`config.mk`:
```
export PLATFORM = sky130hd
export DESIGN_NAME = seven_seg_scan_mux_flat
export DESIGN_NICKNAME = d
export VERILOG_FILES = /design/src/rtl/seven_seg_scan_mux_if.sv /design/src/rtl/seven_seg_scan_mux.sv /design/src/flat_wrapper.sv
export SDC_FILE = /design/constraint.sdc
export NUM_CORES = 1
export LEC_CHECK = 0
export ABC_AREA = 0
export CAP_MARGIN = 20
export CORE_UTILIZATION = 50
export DETAILED_ROUTE_END_ITERATION = 6
export PLACE_DENSITY_LB_ADDON = 0.2
export SLEW_MARGIN = 20
export SYNTH_ARGS = -nofsm -noshare
export SYNTH_HDL_FRONTEND = slang
export SYNTH_SLANG_ARGS = --single-unit
```
`constraint.sdc`:
```
create_clock -name CLK -period 3.2 [get_ports CLK]
set_input_delay 0.32 -clock CLK [delete_from_list [all_inputs] [get_ports CLK]]
set_output_delay 0.32 -clock CLK [all_outputs]
set_load 0.02 [all_outputs]
```
`src/rtl/seven_seg_scan_mux_if.sv`:
```
`default_nettype none
// ============================================================================
// Module   : seven_seg_scan_mux_if
// Brief    : Digit-load and segment-drive bundle for seven_seg_scan_mux.
// Revision : 1.0 - initial release
// ============================================================================
interface seven_seg_scan_mux_if #(
    parameter int NDIG = 4
);
    logic [4*NDIG-1:0] bcd_in;
    logic [NDIG-1:0]   dp_in;
    logic              load;
    logic              pending;
    logic              frame_start;
    logic              segA;
    logic              segB;
    logic              segC;
    logic              segD;
    logic              segE;
    logic              segF;
    logic              segG;
    logic              segDP;
    logic [NDIG-1:0]   dig;

    modport master (
        output bcd_in, dp_in, load,
        input  pending, frame_start,
        input  segA, segB, segC, segD, segE, segF, segG, segDP, dig
    );

    modport slave (
        input  bcd_in, dp_in, load,
        output pending, frame_start,
        output segA, segB, segC, segD, segE, segF, segG, segDP, dig
    );
endinterface
`default_nettype wire

```
`src/rtl/seven_seg_scan_mux.sv`:
```
`default_nettype none
// ============================================================================
// Module   : seven_seg_scan_mux
// Brief    : Double-buffered, time-multiplexed BCD 7-segment scan driver with
//            per-slot dead time. Optional macro LEADING_ZERO_BLANK_EN blanks
//            leading zero digits (digit 0 is always shown).
// Revision : 1.0 - initial release
// ============================================================================
module seven_seg_scan_mux #(
    parameter int NDIG      = 4,
    parameter int DIV_W     = 14,
    parameter int BLANK_CYC = 64
) (
    input  wire logic           CLK,
    input  wire logic           RST,
    seven_seg_scan_mux_if.slave bus
);

    localparam int                IDX_W       = (NDIG > 1) ? $clog2(NDIG) : 1;
    localparam logic [IDX_W-1:0]  c_LAST_IDX  = IDX_W'(NDIG - 1);
    localparam logic [DIV_W-1:0]  c_BLANK_CYC = DIV_W'(BLANK_CYC);

    logic [DIV_W-1:0]          r_cnt;
    logic [IDX_W-1:0]          r_idx;
    logic [NDIG-1:0][3:0]      r_pendBcd;
    logic [NDIG-1:0][3:0]      r_actBcd;
    logic [NDIG-1:0]           r_pendDp;
    logic [NDIG-1:0]           r_actDp;
    logic                      r_pending;
    logic                      r_frameStart;
    logic [NDIG-1:0]           r_dig;
    logic [6:0]                r_seg;
    logic                      r_segDp;

    logic                      w_slotEnd;
    logic                      w_frameEnd;
    logic                      w_inBlank;
    logic [NDIG-1:0]           w_digOh;
    logic [3:0]                w_curBcd;
    logic                      w_curDp;
    logic                      w_blankLead;
    logic [6:0]                w_curSeg;

    // Segment order is {A,B,C,D,E,F,G}; non-decimal codes go dark.
    function automatic logic [6:0] decode(input logic [3:0] v);
        logic [6:0] s;
        case (v)
            4'd0:    s = 7'b1111110;
            4'd1:    s = 7'b0110000;
            4'd2:    s = 7'b1101101;
            4'd3:    s = 7'b1111001;
            4'd4:    s = 7'b0110011;
            4'd5:    s = 7'b1011011;
            4'd6:    s = 7'b1011111;
            4'd7:    s = 7'b1110000;
            4'd8:    s = 7'b1111111;
            4'd9:    s = 7'b1111011;
            default: s = 7'b0000000;
        endcase
        return s;
    endfunction

    assign w_slotEnd  = &r_cnt;
    assign w_frameEnd = w_slotEnd && (r_idx == c_LAST_IDX);
    assign w_inBlank  = (r_cnt < c_BLANK_CYC);
    assign w_curBcd   = r_actBcd[r_idx];
    assign w_curDp    = r_actDp[r_idx];

    for (genvar gi = 0; gi < NDIG; gi++) begin : g_digOh
        assign w_digOh[gi] = (r_idx == IDX_W'(gi));
    end

`ifdef LEADING_ZERO_BLANK_EN
    logic [NDIG-1:0] w_zeroFrom;
    logic            w_zeroRun;

    // w_zeroFrom[i] is set when digit i and every digit above it are zero.
    always_comb begin
        w_zeroRun  = 1'b1;
        w_zeroFrom = '0;
        for (int i = NDIG - 1; i >= 0; i--) begin
            w_zeroRun     = w_zeroRun & (r_actBcd[i] == 4'd0);
            w_zeroFrom[i] = w_zeroRun;
        end
    end

    assign w_blankLead = (r_idx != '0) && w_zeroFrom[r_idx];
`else
    assign w_blankLead = 1'b0;
`endif

    assign w_curSeg = w_blankLead ? 7'b0000000 : decode(w_curBcd);

    // Scan timebase: prescaler plus digit index.
    always_ff @(posedge CLK) begin
        if (RST) begin
            r_cnt <= '0;
            r_idx <= '0;
        end else begin
            r_cnt <= r_cnt + 1'b1;
            if (w_slotEnd) begin
                r_idx <= (r_idx == c_LAST_IDX) ? '0 : r_idx + 1'b1;
            end
        end
    end

    // Transfer reads the pending buffer's pre-edge value, so a coincident
    // load is held over to the following frame.
    always_ff @(posedge CLK) begin
        if (RST) begin
            r_pendBcd <= '0;
            r_pendDp  <= '0;
            r_actBcd  <= '0;
            r_actDp   <= '0;
            r_pending <= 1'b0;
        end else begin
            if (w_frameEnd && r_pending) begin
                r_actBcd <= r_pendBcd;
                r_actDp  <= r_pendDp;
            end
            if (bus.load) begin
                r_pendBcd <= bus.bcd_in;
                r_pendDp  <= bus.dp_in;
                r_pending <= 1'b1;
            end else if (w_frameEnd) begin
                r_pending <= 1'b0;
            end
        end
    end

    always_ff @(posedge CLK) begin
        if (RST) begin
            r_frameStart <= 1'b0;
            r_dig        <= '0;
            r_seg        <= '0;
            r_segDp      <= 1'b0;
        end else begin
            r_frameStart <= w_frameEnd;
            if (w_inBlank) begin
                r_dig   <= '0;
                r_seg   <= '0;
                r_segDp <= 1'b0;
            end else begin
                r_dig   <= w_digOh;
                r_seg   <= w_curSeg;
                r_segDp <= w_curDp;
            end
        end
    end

    assign bus.pending     = r_pending;
    assign bus.frame_start = r_frameStart;
    assign bus.dig         = r_dig;
    assign bus.segA        = r_seg[6];
    assign bus.segB        = r_seg[5];
    assign bus.segC        = r_seg[4];
    assign bus.segD        = r_seg[3];
    assign bus.segE        = r_seg[2];
    assign bus.segF        = r_seg[1];
    assign bus.segG        = r_seg[0];
    assign bus.segDP       = r_segDp;

endmodule
`default_nettype wire

```
`src/flat_wrapper.sv`:
```
// flat-port wrapper written by rule: the top's interface ports become plain ports
module seven_seg_scan_mux_flat 
#(
    parameter int NDIG      = 4,
    parameter int DIV_W     = 14,
    parameter int BLANK_CYC = 64
)
  (CLK, RST, bus_bcd_in, bus_dp_in, bus_load, bus_pending, bus_frame_start, bus_segA, bus_segB, bus_segC, bus_segD, bus_segE, bus_segF, bus_segG, bus_segDP, bus_dig);
  seven_seg_scan_mux_if #(.NDIG(NDIG)) bus_i ();
  input  wire logic CLK;
  input  wire logic RST;
  input wire logic [$bits(bus_i.bcd_in)-1:0] bus_bcd_in;
  input wire logic [$bits(bus_i.dp_in)-1:0] bus_dp_in;
  input wire logic [$bits(bus_i.load)-1:0] bus_load;
  output wire logic [$bits(bus_i.pending)-1:0] bus_pending;
  output wire logic [$bits(bus_i.frame_start)-1:0] bus_frame_start;
  output wire logic [$bits(bus_i.segA)-1:0] bus_segA;
  output wire logic [$bits(bus_i.segB)-1:0] bus_segB;
  output wire logic [$bits(bus_i.segC)-1:0] bus_segC;
  output wire logic [$bits(bus_i.segD)-1:0] bus_segD;
  output wire logic [$bits(bus_i.segE)-1:0] bus_segE;
  output wire logic [$bits(bus_i.segF)-1:0] bus_segF;
  output wire logic [$bits(bus_i.segG)-1:0] bus_segG;
  output wire logic [$bits(bus_i.segDP)-1:0] bus_segDP;
  output wire logic [$bits(bus_i.dig)-1:0] bus_dig;
  assign bus_i.bcd_in = bus_bcd_in;
  assign bus_i.dp_in = bus_dp_in;
  assign bus_i.load = bus_load;
  assign bus_pending = bus_i.pending;
  assign bus_frame_start = bus_i.frame_start;
  assign bus_segA = bus_i.segA;
  assign bus_segB = bus_i.segB;
  assign bus_segC = bus_i.segC;
  assign bus_segD = bus_i.segD;
  assign bus_segE = bus_i.segE;
  assign bus_segF = bus_i.segF;
  assign bus_segG = bus_i.segG;
  assign bus_segDP = bus_i.segDP;
  assign bus_dig = bus_i.dig;
  seven_seg_scan_mux #(.NDIG(NDIG), .DIV_W(DIV_W), .BLANK_CYC(BLANK_CYC)) u_core (.CLK(CLK), .RST(RST), .bus(bus_i));
endmodule
```
# Word level (Yosys, flattened, before mapping)
# Memories as Yosys holds them, arrays and structs flattened. A register that Yosys moved wholly into a read port is not among the register bits.
# Cells that the tools add are included.
totals:
  register_bits: 63
  latchBits: 0
  ramBits: 0
  rom_bits: 112
  input_bits: 23
  out_inout_bits: 14
  elab_cells: 37
  memories: 1
classes:
  addsub: 2
  multipliers: 0
  div_mod_pow: 0
  n_lt_le_gt_ge: 2
  n_eq_ne: 3
  n_shift: 0
  n_mux: 7
  bitwise: 0
  reduce_logical: 6
mem_list:
  columns: ["memory", "depth", "width", "rd", "rd_clocked_by_memory_dff", "write_ports", "line_no", "rtl"]
  rows:
  - ["(no name shown)", 16, 7, 1, 1, 0, "seven_seg_scan_mux.sv:47", "case (v)"]
ops:
  columns: ["op", "n"]
  rows:
  - ["adder 14 x 1 -> 14 bit, second input constant", 1]
  - ["< comparator 14 x 7 -> 1 bit, second input constant", 1]
  - ["AND reduction 14 bit", 1]
  - ["binary-select mux 4 bit (select 2 bit)", 1]
  - ["equality test 2 bit, second input constant", 2]
  - ["two-way mux 4 bit", 1]
  - ["< comparator 2 x 3 -> 1 bit, second input constant", 1]
  - ["two-way mux 1 bit", 3]
  - ["adder 2 x 1 -> 2 bit, second input constant", 1]
  - ["binary-select mux 1 bit (select 2 bit)", 1]
  - ["equality test 2 x 1 -> 1 bit, second input constant", 1]
  - ["logical AND 1 bit", 2]
  - ["logical NOT 2 bit", 1]
  - ["two-way mux 2 bit", 1]
  - ["nonzero test 2 bit", 1]
  - ["OR reduction 2 bit", 1]

# Depth between registers and ports, before layout
# Gate-level depths: netlist of run 1.
depth:
  word_depth: 4
  depth_mapped: 7
  ltp_nobuf: 6

# Least setup slack after synthesis of run 1
# No wires, ideal clock.
synth_path:
  path_type: "reg-to-reg"
  startpoint: "register u_core.r_idx[0]"
  endpoint: "register u_core.r_seg[0]"
  setup_ps: 74
  t_arrival_ps: 1797
  t_required_ps: 3126
  path_slack_ps: 1329
  stages_incl_launch_ff: 6
  path_buffers: 1
  cell_sequence: "dfxtp_1 -> buf_6 -> mux4_1 -> ha_1 -> or3_1 -> o21ai_0"
synth_between:
  elab_chain_cells: 2
synth_rtl:
  columns: ["element", "line_no", "rtl"]
  rows:
  - ["from (decl)", "seven_seg_scan_mux.sv:24", "logic [IDX_W-1:0] r_idx;"]
  - ["from (signal assigned)", "seven_seg_scan_mux.sv:102", "r_idx <= (r_idx == c_LAST_IDX) ? '0 : r_idx + 1'b1;"]
  - ["binary-select mux 4 bit (select 2 bit)", "seven_seg_scan_mux.sv:66", "assign w_curBcd = r_actBcd[r_idx];"]
  - ["two-way mux 4 bit (not written as such)", "seven_seg_scan_mux.sv:66", null]
  - ["to (decl)", "seven_seg_scan_mux.sv:32", "logic [6:0] r_seg;"]
# Every way passes these cells. The select of a mux whose other input is x is not followed.
# A chain may end at the register's enable or synchronous reset.

# Worst setup path in the final report of run 1
layout_path:
  startpoint: "register u_core.r_idx[0]"
  endpoint: "register u_core.r_seg[3]"
# Same word-level chain as after synthesis.

==> results by group, run 1 <==
Synth
  • Mapped Area: 3060 um2
  • Syn_area_per_cell: 10.17 um2
  • Seq/Total Area, Yosys: 0.4579
  • Post-synthesis net count: 335
  • Cells after Synth: 301
  • Synth warn: 0
  • Synth cell types: 36
  • Register bit count reported by yosys: 70

Clock tree
  • Clk buf depth: 2
  • Quantity of hold-fixing buffers added after cts: 0
  • Skew-Pair Late Insertion Delay: 0.34 ns
  • CTS tree: built
  • H-tree depth: 3
  • Root buffer cell: clkbuf_8
  • Post-CTS setup buffers: 0
  • Clock transition at path regs: 0.07 ns
  • CTS Sinks: 70
  • Number of clock buffers inserted by TritonCTS: 9
  • Post-cts gate resize count: 0

Timing
  • Final setup viols: 0
  • Max frequency: 462.0 MHz
  • Setup slack after layout: 1.035 ns
  • Max_slew headroom: 0.4385
  • Max-slew violations: 0
  • Post-layout minimum cycle time: 2.165 ns
  • Layout Skew: 0.008836 ns
  • Unrepaired setup endpoints after global routing: false
  • Hold Vio Cnt, Final: 0
  • Final period util: 0.6764
  • Setup TNS: 0 ns
  • Worst-Margin Slew: 0.8422 ns

Setup path
  • Crit Path Max Fanout: 10
  • CP Data Arrival Time: 2.38 ns
  • Flop2flop setup slack: 1.04 ns
  • Reg-to-Reg Start: u_core.r_idx[0]
  • CP Capture Point: u_core.r_seg[3]
  • Crit-path slowest cell: mux4_1
  • Worst setup SP type: flip-flop
  • CP startpoint: u_core.r_idx[0]
  • Worst reg2reg endpoint: u_core.r_seg[3]
  • Worst-path cell chain: mux4_1 -> inv_1 -> ha_1 -> nor2_1 -> o211ai_1 -> o21ai_0
  • CP Capture Type: flip-flop
  • Worst path max stage delay: 0.76 ns
  • R2R cell count: 6
  • Crit Path Class: reg2reg
  • Crit path required time: 3.41 ns

Detailed routing
  • Vias per inst: 4.885
  • # DRC: 0
  • Routed Antenna Nets: 0
  • DR iter-0 viols: 71
  • Via count: 1998
  • Post-Route WL: 4.919 mm
  • Routed WL per cell: 12.03 um
  • 1st-pass router iterations: 5

Finish
  • Share of cells above drive strength 1: 0.06587
  • Multi-input logic area: 1553 um2
  • Reg area: 1401 um2
  • # fillers: 518
  • Final net count: 366
  • Area grow syn2layout: 17.95%
  • Final Instance Area: 3610 um2
  • Diode count: 0

Die
  • Die X: 80.24 um
  • Core Footprint: 5921 um2
  • # rows: 28
  • Ports: 37
  • Starting Density: 0.5169
  • Die area: 6438 um2
  • Vert. Die Dim: 80.24 um

GRT
  • Antenna violations before repair: 0
  • GRT Total Usage: 0.1731
  • First-pass GRT wire length: 8.342 mm
  • Grt ovf: 0
  • Number of global-route vias before repair: 1775
  • Largest net degree at the start of global routing: 61

Placement
  • Worst slack, placed: 1.023 ns
  • Port bufs: 36
  • Routability Congestion: 0.8526
  • Placed cell area: 3448 um2
  • Final HPWL from detailed placement: 3.348 mm

Power and ir drop
  • Worst VDD drop: 0.2626 mV
  • PD cells: 442.8 nW/um2
  • LEAKAGE: 0.001372 uW
  • Power Total: 1598 uW

Worst hold path
  • Worst Hold Depth: 2
  • Hold WC Path Type: reg2reg

Outcome
  • Status: finished, final reports clean

Flow run
  • Max-Cap Viols: 0
[registers in the layout, indices dropped and copies added, names as in the netlist]
name,count
u_core.r_actBcd,16
u_core.r_pendBcd,16
u_core.r_cnt,14
u_core.r_seg,7
u_core.bus.dig,4
u_core.r_actDp,4
u_core.r_pendDp,4
u_core.r_idx,2
u_core.bus.frame_start,1
u_core.bus.pending,1
u_core.bus.segDP,1
[power breakdown]
group / switching [uW] / total (uW) / internal [uW]
registers: 11.2 / 901 / 890
clock network: 299 / 607 / 308
logic: 35.8 / 89.7 / 53.9
total: 346 / 1600 / 1250
[cell families (layout without fill, tap and decap cells)]
family,after synthesis,after routing,share of synthesized area
AND/OR/NAND/NOR,119,119,0.2073
multiplexers,50,50,0.1897
buffers and inverters,25,58,0.03638
flip-flops,70,70,0.4579
XOR/XNOR,13,13,0.03720
adder cells (fa/ha/maj),11,11,0.04497
AO/OA/AOI/OAI,13,13,0.02657
[Yosys cell counts]
| master | instances | area (um2) |
|---|---|---|
| or3_1 | 1 | 6.260 |
| mux2i_1 | 43 | 430.4 |
| dfxtp_1 | 70 | 1401 |
| and3_1 | 2 | 12.51 |
| a22oi_1 | 1 | 7.510 |
| o31ai_1 | 1 | 7.510 |
| nand3_1 | 4 | 20.02 |
| buf_2 | 1 | 5.000 |
| nor4b_1 | 1 | 8.760 |
| xor2_1 | 10 | 87.58 |
| a311oi_1 | 1 | 8.760 |
| a21oi_1 | 4 | 20.02 |
| buf_4 | 2 | 15.01 |
| clkbuf_2 | 1 | 5.000 |
| and4_1 | 3 | 26.28 |
| nor2_1 | 41 | 153.9 |
| and2_1 | 6 | 37.54 |
| nand2b_1 | 42 | 262.8 |
| mux2_2 | 2 | 22.52 |
| o21ai_0 | 3 | 15.01 |
| nand4_1 | 5 | 31.28 |
| nor4_1 | 2 | 12.51 |
| mux4_1 | 4 | 105.1 |
| inv_1 | 6 | 22.52 |
| nand2b_4 | 1 | 13.76 |
| buf_1 | 5 | 18.77 |
| o211ai_1 | 1 | 7.510 |
| xnor2_1 | 3 | 26.28 |
| nor2b_1 | 2 | 12.51 |
| nand2_1 | 7 | 26.28 |
| clkbuf_1 | 9 | 33.78 |
| mux4_2 | 1 | 22.52 |
| nor3_1 | 2 | 10.01 |
| ha_1 | 11 | 137.6 |
| a21o_1 | 2 | 15.01 |
| buf_6 | 1 | 11.26 |
[routing by layer]
| metal | global-route usage | routed length (um) | vias up |
|---|---|---|---|
| li1 | - | - | 1062 |
| met4 | 0.09107 | 100 | 0 |
| met5 | 0 | 0 | - |
| met3 | 0.05114 | 112 | 8 |
| met2 | 0.2513 | 2127 | 33 |
| met1 | 0.2305 | 2579 | 895 |
[cell type report]
class | count | area share
sequential | 70 | 0.3882
clock buffer | 11 | 0.04194
inverter | 6 | 0.006239
clock inverter | 2 | 0.002773
timing repair buffer | 39 | 0.1047
tap | 75 | 0.02600
multi-input combinational | 206 | 0.4302
[cell usage in the layout, fill, tap and decap left out, drive strengths merged, types with 2 or more instances in the layout]
cell type / n
nand2: 7
nand4: 5
buf: 4
mux4: 5
a21o: 2
and4: 3
mux2i: 43
clkinv: 2
and3: 2
nor2: 41
nor2b: 2
nand3: 4
clkbuf: 11
nor3: 2
xnor2: 3
a21oi: 4
and2: 6
nor4: 2
ha: 11
clkdlybuf4s50: 35
inv: 6
dfxtp: 70
xor2: 10
mux2: 2
nand2b: 43
o21ai: 3
[worst min-delay path by stage]
stage	startpoint	slack [ns]	endpoint
after floorplan	u_core.r_cnt[0]	0.43	u_core.r_cnt[0]
after global placement	u_core.r_cnt[0]	0.44	u_core.r_cnt[0]
after detailed placement	u_core.r_cnt[0]	0.46	u_core.r_cnt[0]
after CTS	u_core.r_cnt[0]	0.47	u_core.r_cnt[0]
after global routing	u_core.r_pendBcd[2]	0.49	u_core.r_actBcd[2]
final	u_core.r_pendDp[0]	0.46	u_core.r_actDp[0]
[through the flow]
step           hold slack [ns]    util  std cells
6_report                0.4623  0.6097        409
5_1_grt                 0.4941  0.6097        409
4_1_cts                 0.4726  0.6097        409
3_5_place_dp            0.4561  0.5824        396
3_3_place_gp            0.4424  0.5824        396
2_1_floorplan           0.4261       -        301
[critical path, delay by kind of cell, from the launching register on]
| family | cells | cell delay [ns] |
|---|---|---|
| fa+ha+maj | 1 | 0.17 |
| compound gates | 2 | 0.30 |
| buf+inv | 1 | 0.16 |
| mux | 1 | 0.76 |
| simple gates | 1 | 0.05 |
| flops | 1 | 0.60 |
(Power assumes the default switching activity.)
==> inputs of run 2 (changes only) <==
==> constraint.sdc (replaced) <==
create_clock -name CLK -period 1.9 [get_ports CLK]
set_input_delay 0.19 -clock CLK [delete_from_list [all_inputs] [get_ports CLK]]
set_output_delay 0.19 -clock CLK [all_outputs]
set_load 0.02 [all_outputs]
==> run 2 against run 1 <==
  * Worst hold slack lost 0.25 ns
  * Setup slack lost 0.91 ns
  * Register-to-register slack lost 0.91 ns
  * Sequential share of layout area shrank 0.74 points
  * Critical endpoint is now u_core.r_seg[5]
==> results by group, run 2 (synthesis results as in run 1) <==
Setup path
  • Crit path required time: 2.18 ns (-1.23 ns)
  • Worst setup SP type: flip-flop
  • Worst reg2reg endpoint: u_core.r_seg[5]
  • CP Capture Type: flip-flop
  • R2R cell count: 6 (unchanged)
  • Flop2flop setup slack: 0.12 ns (-0.91 ns)
  • Crit Path Max Fanout: 4 (-6)
  • Crit Path Class: reg2reg
  • CP Data Arrival Time: 2.06 ns (-0.32 ns)
  • Reg-to-Reg Start: u_core.r_idx[0]

Detailed routing
  • 1st-pass router iterations: 4 (-1)
  • Routed WL per cell: 12.69 um (+5.6%)
  • Vias per inst: 4.993 (+2.2%)
  • DR iter-0 viols: 47 (-34%)
  • Via count: 2092 (+4.7%)
  • Post-Route WL: 5.319 mm (+8.1%)
  • # DRC: 0 (unchanged)
  • Routed Antenna Nets: 0 (unchanged)

GRT
  • First-pass GRT wire length: 8.852 mm (+6.1%)
  • Grt ovf: 0 (unchanged)
  • GRT Total Usage: 0.1821 (+0.009024)
  • Largest net degree at the start of global routing: 38 (-38%)
  • Number of global-route vias before repair: 1885 (+6.2%)
  • Antenna violations before repair: 0 (unchanged)

Die
  • Die X: 80.24 um (unchanged)
  • Ports: 37 (unchanged)
  • Die area: 6438 um2 (unchanged)
  • Vert. Die Dim: 80.24 um (unchanged)
  • Starting Density: 0.5169 (unchanged)
  • # rows: 28 (unchanged)
  • Core Footprint: 5921 um2 (unchanged)

Clock tree
  • Post-CTS setup buffers: 0 (unchanged)
  • CTS tree: built
  • Skew-Pair Late Insertion Delay: 0.34 ns (about the same)
  • Root buffer cell: clkbuf_8
  • Clock transition at path regs: 0.07 ns (about the same)
  • Post-cts gate resize count: 0 (unchanged)
  • Clk buf depth: 2 (unchanged)
  • H-tree depth: 3 (unchanged)
  • Quantity of hold-fixing buffers added after cts: 0 (unchanged)
  • CTS Sinks: 70 (unchanged)
  • Number of clock buffers inserted by TritonCTS: 9 (unchanged)

Timing
  • Max frequency: 562.6 MHz (+22%)
  • Layout Skew: 0.003425 ns (-0.005411 ns)
  • Max_slew headroom: 0.6855 (+0.2470)
  • Worst-Margin Slew: 0.4717 ns (-0.3705 ns)
  • Post-layout minimum cycle time: 1.777 ns (-0.3872 ns)
  • Setup TNS: 0 ns (unchanged)
  • Unrepaired setup endpoints after global routing: false
  • Final setup viols: 0 (unchanged)
  • Hold Vio Cnt, Final: 0 (unchanged)
  • Max-slew violations: 0 (unchanged)
  • Final period util: 0.9354 (+0.2590)

Power and ir drop
  • Worst VDD drop: 0.5691 mV (+120%)
  • Sequential Power Share: 0.560 (-0.004)
  • Clock power share: 0.382 (+0.002)
  • PD cells: 734.8 nW/um2 (+66%)
  • Power Total: 2708 uW (+69%)
  • Comb pwr share: 0.058 (+0.002)
  • Sw frac: 0.2230 (+0.006275)
  • Net switching power: 604.0 uW (+74%)
  • LEAKAGE: 0.001406 uW (+2.5%)
  • Pint: 2104 uW (+68%)

Placement
  • Port bufs: 36 (unchanged)
  • Inst Count DP: 403 (+1.8%)
  • Routability Congestion: 0.8395 (-1.5%)
  • Final HPWL from detailed placement: 3.695 mm (+10%)
  • Placed cell area: 3526 um2 (+2.2%)

Finish
  • Area grow syn2layout: 20.44%
  • Share of cells above drive strength 1: 0.08721 (+0.02134)
  • Most frequent cells in the layout: dfxtp_1, mux2i_1, nand2b_1
  • Final net count: 373 (+1.9%)
  • Final Instance Area: 3686 um2 (+2.1%)
  • Most common cell after layout, fill and taps aside: dfxtp_1
  • Finished Layout Cells: 419 (+2.4%)
  • # fillers: 518 (unchanged)
  • Top flop regs: u_core.r_actBcd x16, u_core.r_pendBcd x16, u_core.r_cnt x14
  • Diode count: 0 (unchanged)

Worst hold path
  • Worst min-delay path startpoint: RST
  • Worst Hold Depth: 2 (unchanged)
  • Hold Path End: u_core.r_cnt[9]
  • Hold WC Path Type: in2reg

Outcome
  • Status: finished, final reports clean

Flow run
  • Max-Cap Viols: 0 (unchanged)
run 2: changes by cell type in the layout (fill, tap and decap cells not counted):
cell and delta:
buf_4 +5, clkbuf_1 +5, buf_12 +2, dfxtp_1 -2, dfxtp_2 +2, clkbuf_8 -1, clkinv_2 -1, mux4_1 -1
mux4_2 +1
run 2: layout make-up:
class / instances / area [um2] / area share
clock buffers: 15 / 156.4 / 0.04243
repair buffers: 46 / 455.4 / 0.1236
flip-flops and latches: 70 / 1404 / 0.3809
well taps: 75 / 93.84 / 0.02546
inverters: 6 / 22.52 / 0.006110
multi-input cells: 206 / 1549 / 0.4202
clock inverters: 1 / 5.005 / 0.001358
run 2: layer usage:
layer / vias up / track usage / share of wire / wire (um)
met5: - / 0 / 0 / 0
met4: 0 / 0.06429 / 0.015 / 82
met3: 7 / 0.06818 / 0.037 / 198
met2: 40 / 0.2838 / 0.47 / 2495
met1: 960 / 0.2295 / 0.48 / 2542
li1: 1085 / - / - / -
run 2: critical path, stage by stage, from the launching register on:
cell	delay, ns
dfxtp_2	0.37
mux4_1	0.63
inv_1	0.18
ha_1	0.27
nor2_1	0.13
nor2_1	0.05
nor2_1	0.09
run 2: worst max-delay path by stage:
stage	startpoint	to	slack [ns]	depth (start not counted)
after floorplan	u_core.r_idx[0]	u_core.r_seg[0]	0.03	5
after global placement	u_core.r_idx[0]	u_core.r_seg[1]	0.18	4
after detailed placement	u_core.r_idx[0]	u_core.r_seg[3]	0.04	6
after CTS	u_core.r_idx[0]	u_core.r_seg[3]	0.02	6
after global routing	u_core.r_idx[0]	u_core.r_seg[3]	0.03	5
final	u_core.r_idx[0]	u_core.r_seg[5]	0.12	6
run 2: power by group through the flow:
stage | clock network, uW | logic (uW) | registers, uW
2_1_floorplan | 0 | 92.3 | 1550
3_5_place_dp | 0 | 159 | 1550
3_3_place_gp | 0 | 157 | 1550
4_1_cts | 1070 | 160 | 1520
5_1_grt | 1140 | 176 | 1520
6_report | 1030 | 157 | 1520
run 2: stage by stage:
| stage | hold slack, ns | setup WS [ns] | utilization |
|---|---|---|---|
| floorplan | 0.3372 | 0.02913 | - |
| global placement | 0.4429 | 0.1808 | 0.5955 |
| detailed placement | 0.4585 | 0.04122 | 0.5955 |
| CTS | 0.1948 | 0.02303 | 0.6228 |
| global route | 0.2128 | 0.03314 | 0.6226 |
| finish | 0.2098 | 0.1227 | 0.6226 |
==> inputs of run 3 (changes only) <==
--- a/config.mk
+++ b/config.mk
@@ -7,7 +7,7 @@
 export LEC_CHECK = 0
 export ABC_AREA = 0
 export CAP_MARGIN = 20
-export CORE_UTILIZATION = 50
+export CORE_UTILIZATION = 35
 export DETAILED_ROUTE_END_ITERATION = 6
 export PLACE_DENSITY_LB_ADDON = 0.2
 export SLEW_MARGIN = 20
==> constraint.sdc (replaced) <==
create_clock -name CLK -period 1.9 [get_ports CLK]
set_input_delay 0.475 -clock CLK [delete_from_list [all_inputs] [get_ports CLK]]
set_output_delay 0.475 -clock CLK [all_outputs]
set_load 0.02 [all_outputs]
==> run 3 against run 2 <==
  * Die area rose by 42%
  * Power rose by 10%
  * Largest cell class unchanged
  * Sequential cell count did not move
  * Combinational power rose by 3%
  * Highest routed layer unchanged
  * Setup slack got worse by 0.030 ns
  * First-iteration DRC count rose by 13%
==> results by group, run 3 (synthesis results as in run 1) <==
Outcome
  • Status: finished, final reports clean

Placement
  • Port bufs: 36 (unchanged)
  • Routability Congestion: 0.7388 (-12%)
  • Placed cell area: 3576 um2 (+1.4%)
  • Inst Count DP: 433 (+7.4%)
  • Final HPWL from detailed placement: 3.662 mm (-0.89%)

Worst hold path
  • Hold WC Path Type: reg2reg

Finish
  • Final Core Density: 0.4542 (-0.1683)
  • # fillers: 829 (+60%)
  • Area grow syn2layout: 23.79%
  • Finished Layout Cells: 449 (+7.2%)
  • Final Instance Area: 3789 um2 (+2.8%)
  • Most common cell after layout, fill and taps aside: dfxtp_1
  • Final net count: 373 (unchanged)
  • Most frequent cells in the layout: dfxtp_1, mux2i_1, nand2b_1
  • Share of cells above drive strength 1: 0.09302 (+0.005814)
  • Diode count: 0 (unchanged)
  • Multi-input logic area: 1549 um2 (unchanged)
  • Reg area: 1403 um2 (about the same)
  • Top flop regs: u_core.r_actBcd x16, u_core.r_pendBcd x16, u_core.r_cnt x14

Timing
  • Setup TNS: 0 ns (unchanged)
  • WHS: 0.4708 ns (+0.2610 ns)
  • Unrepaired setup endpoints after global routing: false
  • Final period util: 0.9514 (+0.01598)
  • Post-layout minimum cycle time: 1.808 ns (+0.03036 ns)
  • Worst-Margin Slew: 0.4407 ns (-0.03102 ns)
  • Max-slew violations: 0 (unchanged)
  • Final setup viols: 0 (unchanged)
  • Hold Vio Cnt, Final: 0 (unchanged)
  • Layout Skew: 0.006500 ns (+0.003074 ns)
  • Max frequency: 553.2 MHz (-1.7%)
  • Max_slew headroom: 0.7035 (+0.01797)

GRT
  • Met2 usage in global routing: 0.2036 (-0.08019)
  • Antenna violations before repair: 0 (unchanged)
  • Largest net degree at the start of global routing: 63 (+66%)
  • M3 GR Usage: 0.05343 (-0.01475)
  • First-pass GRT wire length: 9.156 mm (+3.4%)
  • GRT Total Usage: 0.1315 (-0.05063)
  • Number of global-route vias before repair: 1950 (+3.4%)
  • Grt ovf: 0 (unchanged)
  • Busiest grt layer: met2
  • Grt met1 use: 0.1650 (-0.06451)

Power and ir drop
  • PD cells: 786.3 nW/um2 (+7.0%)
  • Worst VDD drop: 0.3857 mV (-32%)
  • Comb pwr share: 0.054 (-0.004)
  • Net switching power: 610.6 uW (+1.1%)
  • Pint: 2368 uW (+13%)
  • Clock power share: 0.436 (+0.054)
  • LEAKAGE: 0.001439 uW (+2.3%)
  • Sw frac: 0.2050 (-0.01802)
  • Sequential Power Share: 0.510 (-0.050)

Detailed routing
  • Post-Route WL: 5.285 mm (-0.64%)
  • 1st-pass router iterations: 5 (+1)
  • Vias per inst: 4.555 (-8.8%)
  • Via count: 2045 (-2.2%)
  • Routed WL per cell: 11.77 um (-7.3%)
  • DR iter-0 viols: 53 (+13%)
  • # DRC: 0 (unchanged)
  • Routed Antenna Nets: 0 (unchanged)

Setup path
  • Flop2flop setup slack: 0.16 ns (+0.04 ns)
  • Cell family with most CP delay: buffers and inverters
  • CP Data Arrival Time: 1.33 ns (-0.73 ns)
  • Crit Path Class: reg2out
  • Reg-to-Reg Start: u_core.r_idx[0]
  • CP startpoint: u_core.bus.pending
  • Worst setup SP type: flip-flop
  • Buffers & Inverters on Critical Path: 1 (unchanged)
  • R2R cell count: 6 (unchanged)
  • CP Capture Point: bus_pending
  • Worst-path cell chain: clkdlybuf4s50_1
  • Worst path max stage delay: 0.62 ns (about the same)
  • Crit Path Max Fanout: 3 (-1)
  • Crit path required time: 1.42 ns (-0.76 ns)
  • Crit-path slowest cell: clkdlybuf4s50_1
  • Levels on crit path: 1 (-5)
  • CP Capture Type: output pin
  • Worst reg2reg endpoint: u_core.r_seg[5]

Clock tree
  • Root buffer cell: clkbuf_8
  • CTS Sinks: 70 (unchanged)
  • Skew-Pair Late Insertion Delay: 0.34 ns (about the same)
  • Clock transition at path regs: 0.07 ns (about the same)
  • Number of clock buffers inserted by TritonCTS: 9 (unchanged)
  • CTS tree: built
  • Clk buf depth: 2 (unchanged)
  • H-tree depth: 3 (unchanged)

Die
  • Die area: 9122 um2 (+42%)
  • Ports: 37 (unchanged)
  • Core Footprint: 8341 um2 (+41%)
  • Starting Density: 0.3669 (-0.1500)
  • # rows: 33 (+18%)
  • Die X: 95.51 um (+19%)
  • Vert. Die Dim: 95.51 um (+19%)

Flow run
  • Max-Cap Viols: 0 (unchanged)
[run 3: power by group through the flow]
stage | registers (uW) | logic [uW] | clock network [uW]
6_report | 1520 | 161 | 1300
5_1_grt | 1520 | 180 | 1420
4_1_cts | 1520 | 165 | 1350
3_5_place_dp | 1550 | 164 | 0
3_3_place_gp | 1550 | 163 | 0
2_1_floorplan | 1550 | 92.3 | 0
[run 3: per-stage QoR]
step	setup WS, ns	power, uW
floorplan	0.02913	1640
global placement	0.1343	1713
detailed placement	0.07226	1716
CTS	0.04327	3031
global route	0.03997	3119
finish	0.09232	2979
[run 3: worst min-delay path by stage]
stage	depth (start not counted)	slack, ns	endpoint	from
after CTS	1	0.47	u_core.r_cnt[0]	u_core.r_cnt[0]
after floorplan	1	0.43	u_core.r_cnt[0]	u_core.r_cnt[0]
final	2	0.47	u_core.r_actDp[0]	u_core.r_actDp[0]
after global placement	1	0.44	u_core.r_cnt[0]	u_core.r_cnt[0]
after global routing	1	0.50	u_core.r_cnt[0]	u_core.r_cnt[0]
after detailed placement	1	0.46	u_core.r_cnt[0]	u_core.r_cnt[0]
[run 3: layout make-up]
type / count / area share
well taps: 105 / 0.03468
flip-flops and latches: 70 / 0.3702
inverters: 6 / 0.005945
multi-input cells: 206 / 0.4089
clock inverters: 4 / 0.01849
clock buffers: 12 / 0.03831
repair buffers: 46 / 0.1235
[run 3: repair_timing]
action / 4_1_cts / 5_1_grt
endpoints found under the setup margin: 0 / 5
buffers inserted: 0 / 0
gates resized for setup: 0 / 2
hold buffers: 0 / 0
[run 3: routing by layer]
layer,share of wire,wire length [um],vias up
met1,0.50,2628,919
met3,0.050,262,6
met5,0,0,-
met2,0.44,2331,37
met4,0.012,63,0
li1,-,-,1083
